**src/rtl/sram_pkg.sv**
```systemverilog
// ============================================================================
// Module : sram_pkg
// Shared widths and word/address types for the flip-flop based scratch RAM.
// Rev    : 1.0
// ============================================================================
`default_nettype none

package sram_pkg;

  localparam int SRAM_DATA_W = 8;
  localparam int SRAM_ADDR_W = 8;
  localparam int SRAM_DEPTH  = 256;

  typedef logic [SRAM_DATA_W-1:0] sram_word_t;
  typedef logic [SRAM_ADDR_W-1:0] sram_addr_t;

endpackage

`default_nettype wire

```
**src/rtl/sram_word.sv**
```systemverilog
// ============================================================================
// Module : sram_word
// One storage word: load-enabled register with asynchronous active-low clear.
// Rev    : 1.0
// ============================================================================
`default_nettype none

module sram_word
  import sram_pkg::*;
#(
  parameter int DATA_W = SRAM_DATA_W
) (
  input  logic              clk,
  input  logic              reset,
  input  logic              load,
  input  logic [DATA_W-1:0] data_in,
  output logic [DATA_W-1:0] data_out
);

  logic [DATA_W-1:0] word_d;
  logic [DATA_W-1:0] word_q;

  always_comb begin
    word_d = word_q;
    if (load) begin
      word_d = data_in;
    end
  end

  always_ff @(posedge clk or negedge reset) begin
    if (!reset) begin
      word_q <= '0;
    end else begin
      word_q <= word_d;
    end
  end

  assign data_out = word_q;

endmodule

`default_nettype wire

```
**src/rtl/sram.sv**
```systemverilog
// ============================================================================
// Module : sram
// Single-port 2**ADDR_W x DATA_W RAM in resettable flops, write-first read port.
// Rev    : 1.0
// ============================================================================
`default_nettype none

module sram
  import sram_pkg::*;
#(
  parameter int DATA_W = SRAM_DATA_W,
  parameter int ADDR_W = SRAM_ADDR_W
) (
  input  logic              clk,
  input  logic              reset,
  input  logic              write_enable,
  input  logic [DATA_W-1:0] data_in,
  input  logic [ADDR_W-1:0] address,
  output logic [DATA_W-1:0] data_out
);

  localparam int DEPTH = 2 ** ADDR_W;

  logic [DATA_W-1:0] word_rd [DEPTH];
  logic [DATA_W-1:0] data_out_d;
  logic [DATA_W-1:0] data_out_q;

  generate
    for (genvar i = 0; i < DEPTH; i++) begin : g_word
      logic load;
      assign load = write_enable && (address == ADDR_W'(i));

      sram_word #(
        .DATA_W (DATA_W)
      ) u_word (
        .clk      (clk),
        .reset    (reset),
        .load     (load),
        .data_in  (data_in),
        .data_out (word_rd[i])
      );
    end
  endgenerate

  // Write-through: a write edge also presents the new data on the read port.
  always_comb begin
    data_out_d = word_rd[address];
    if (write_enable) begin
      data_out_d = data_in;
    end
  end

  always_ff @(posedge clk or negedge reset) begin
    if (!reset) begin
      data_out_q <= '0;
    end else begin
      data_out_q <= data_out_d;
    end
  end

  assign data_out = data_out_q;

endmodule

`default_nettype wire

```
**config.mk**
```make
export PLATFORM = sky130hd
export DESIGN_NAME = sram
export DESIGN_NICKNAME = d
export VERILOG_FILES = /design/src/rtl/sram_pkg.sv /design/src/rtl/sram_word.sv /design/src/rtl/sram.sv
export SDC_FILE = /design/constraint.sdc
export NUM_CORES = 2
export LEC_CHECK = 0
export BUFFER_PORTS_ARGS = -buffer_cell sky130_fd_sc_hd__buf_2
export CAP_MARGIN = 20
export CORE_MARGIN = 2
export CORE_UTILIZATION = 61
export DETAILED_ROUTE_END_ITERATION = 10
export GPL_TIMING_DRIVEN = 0
export PLACE_DENSITY = 0.83
export RECOVER_POWER = 25
export SLEW_MARGIN = 20
export SYNTH_ARGS = -nofsm -noshare
export SYNTH_HDL_FRONTEND = slang
export SYNTH_SLANG_ARGS = --single-unit
export TNS_END_PERCENT = 10
```
**constraint.sdc**
```tcl
create_clock -name clk -period 4.65 [get_ports clk]
set_clock_uncertainty 0.05 [all_clocks]
set_input_delay 0.93 -clock clk [delete_from_list [all_inputs] [get_ports clk]]
set_output_delay 0.93 -clock clk [all_outputs]
set_load 0.05 [all_outputs]
```
==> results.md <==
* Status: finished with violations
* Failing checks: max-capacitance violations, max-slew violations, negative setup slack
* Design Power at roughly 40000 uW
* Mean Syn Cell Area at ~15 um^2
* Initial drt markers at around 9400
* CTS tree: built
* Num CTS Buffers at 205
* Syn. warnings at 0
* Slew @ Worst Pin at slightly below 2000 ps
* Crit start category: primary input
* CP endpoint kind: flip-flop
* Postcts setup bufs at 0
* Min Hold Slack at between 200 and 250 ps
* Cell taking the most area after synthesis: dfrtp_1
* Hold Fails Final Rpt at 0
* # setup viols final at 8
* Remaining DRCs at 0
* Critical Path AT at 5690 ps
* Power Density at 388.4 nW/um^2
* Worst skew pair latency at about 890 ps
* Synth Cell Area at ~94000 um^2
* DP HPWL at roughly 260000 um
* Layout cells sized above 1 at 0.4986
* Yosys top cell area share at 0.5465
* Worst R2R Setup Slack at about 1400 ps
* Clock transition at the registers of the reported paths at ~60 ps
* Maximum clock rate at around 0.19 GHz
* Post-Syn Nets at slightly above 6000
* Pin count of the biggest net entering global routing at 148
* Vias in the first global route at ~64000
* Root buffer cell: clkbuf_16
* Post-route ant nets at 0
* Clock Tree Buf Depth at 3
* # clock sinks at between 2000 and 2500
* Starting Density at 0.6126
* Tmin final at 5138 ps
* Synth top cells by count: dfrtp_1, mux2_2, mux4_2
* Cell row count at ~140
* Chip Width at just under 400 um
* Num ports at 27
* Fin util at 0.6824
* Final-report max-slew violation count at 383
* GRT Total Usage at 0.4846
* Final worst slack at -487.8 ps
* Number of synthesized flops with an enable pin at 0
* Die Footprint at roughly 160000 um^2
* # nets final at approximately 6400
* Synth area leaders: dfrtp_1, mux2_2, mux4_2, mux2i_1, clkbuf_1
* Core Area at about 150000 um^2
* VDD IR max at between 400 and 500 uV
* RSZ-0062 raised after global routing: yes
* RePlAce Congestion at about 1.1
* Antenna violations before repair at 47
* Routed via count at 64480
* Via/cell ratio at between 7 and 8
* Ys async rst share at 1.000
* First-pass GRT wire length at just over 500000 um
* P_leak at approximately 0.049 uW
* Worst hold path class: in2async
* Fill count at approximately 10000
* Critical path type: in2reg
* Synth-to-Final Area Change at 11.40%
* Main synth FF type: dfrtp_1
* Slew headroom at -0.2918
* PortBufs at 13
* # H-tree levels at 4
* Pre-CTS setup slack at -1189 ps
* Unique masters post-synth at 62
* Largest fanout on the critical path at 10
* Register area share after synthesis at 0.5465
* Hold_buf cts at 0
* Critical path data required time at roughly 5200 ps
* Routed Wire Length at between 300000 and 400000 um
* Final cycle utilization of the critical path at 1.105
* Most frequent cell after synthesis: dfrtp_1
* Max_cap viols at 3
* DR WL/cell at 44.06 um
* Synth Register Bits at approximately 2100
* Die height at between 300 and 400 um
* Synth Instances at roughly 6100
* Initial DRT Pass Iterations at 7
* Grt total ovfl at 0
-- placed cells by master, fill, tap and decap left out, types with 10 or more instances in the layout --
master,synthesis,final
clkbuf_4,0,11
a22oi_1,39,39
nor3_1,15,15
nand3_1,53,53
mux2_2,2012,2012
mux2i_1,131,131
nor2_4,31,31
nand4_1,10,10
a21oi_1,43,43
o221ai_1,15,15
nand2_1,197,194
buf_2,72,72
clkbuf_1,286,306
nor2_2,94,101
dfrtp_1,2056,2056
o22ai_1,56,56
a32oi_1,17,17
clkbuf_8,0,52
o21ai_0,28,27
bufinv_16,0,13
mux2_1,52,52
buf_4,64,67
nand2_2,30,33
clkinv_2,0,37
nor2b_1,13,11
buf_6,22,25
buf_16,0,29
mux4_2,483,483
nor2_1,111,104
a31oi_1,12,11
a211oi_1,19,19
clkbuf_16,0,207
diode_2,0,45
clkbuf_2,0,43
-- routing by layer --
layer  global-route usage  share of wire  routed length, um  up-vias
met4               0.4131           0.11              40080       40
met3               0.2774           0.16              61170     1833
li1                     -              -                  -    23210
met5             0.005234         0.0015                562        -
met1               0.5673           0.33             125000    33810
met2               0.6342           0.40             151900     5594
-- through the flow --
stage	TNS, ps	instances	instance area, um^2
2_1_floorplan	0	6077	94150
3_3_place_gp	-	8134	96770
3_5_place_dp	-117250	8172	97870
4_1_cts	0	8549	104800
5_1_grt	-1498	8552	104800
6_report	-2200	8593	104900
-- where the power goes --
part | total (uW) | internal, uW | switching (uW)
Sequential | 19200 | 18700 | 469
Combinational | 4270 | 1470 | 2800
Clock | 17200 | 9780 | 7470
Total | 40700 | 30000 | 10700
-- cells by family after synthesis --
| family | synth area share |
|---|---|
| and+or+nand+nor | 0.03239 |
| muxes | 0.3763 |
| buffers and inverters | 0.02380 |
| AOI/OAI and AO/OA | 0.02097 |
| DFF | 0.5465 |
-- layout make-up --
type | instances | area (um^2) | area share
sequential | 2056 | 51450 | 0.4906
multi-input combinational | 3559 | 40500 | 0.3861
clock buffer | 313 | 6098 | 0.05815
tap | 2044 | 2557 | 0.02439
buffer | 456 | 2316 | 0.02208
timing repair buffer | 51 | 968.4 | 0.009234
clock inverter | 64 | 857.1 | 0.008172
antenna | 45 | 112.6 | 0.001074
inverter | 5 | 18.77 | 0.0001790
-- sequential cells by signal, indices dropped and copies added, names as in the netlist --
name	flops
g_word.u_word.data_out	2048
data_out	8
-- path summary, 6_finish.rpt --
| kind | depth (start not counted) | to | start |
|---|---|---|---|
| setup / recovery | 9 | data_out[4] | address[3] |
| setup reg to reg | 6 | data_out[0] | g_word[174].u_word.data_out[0] |
| hold / removal | 2 | g_word[46].u_word.data_out[4] | reset |
| max in group asynchronous | 5 | g_word[204].u_word.data_out[0] | reset |
| hold reg to reg | 1 | g_word[99].u_word.data_out[1] | g_word[99].u_word.data_out[1] |
| min in group clk | 1 | g_word[99].u_word.data_out[1] | g_word[99].u_word.data_out[1] |
-- worst max-delay path, stage by stage --
cell and delay [ps]:
buf_2 230, buf_4 270, buf_2 680, clkbuf_2 650, nand2_1 940, o22ai_1 990
nor3_1 320, a22oi_1 260, a41oi_1 370
-- what timing repair did --
action | in CTS | in global routing
setup endpoints to repair | 7 | 6
endpoints found under the hold margin | 0 | 0
pin swaps | 0 | 1
gates resized for setup | 9 | 11
(Power assumes the default switching activity.)
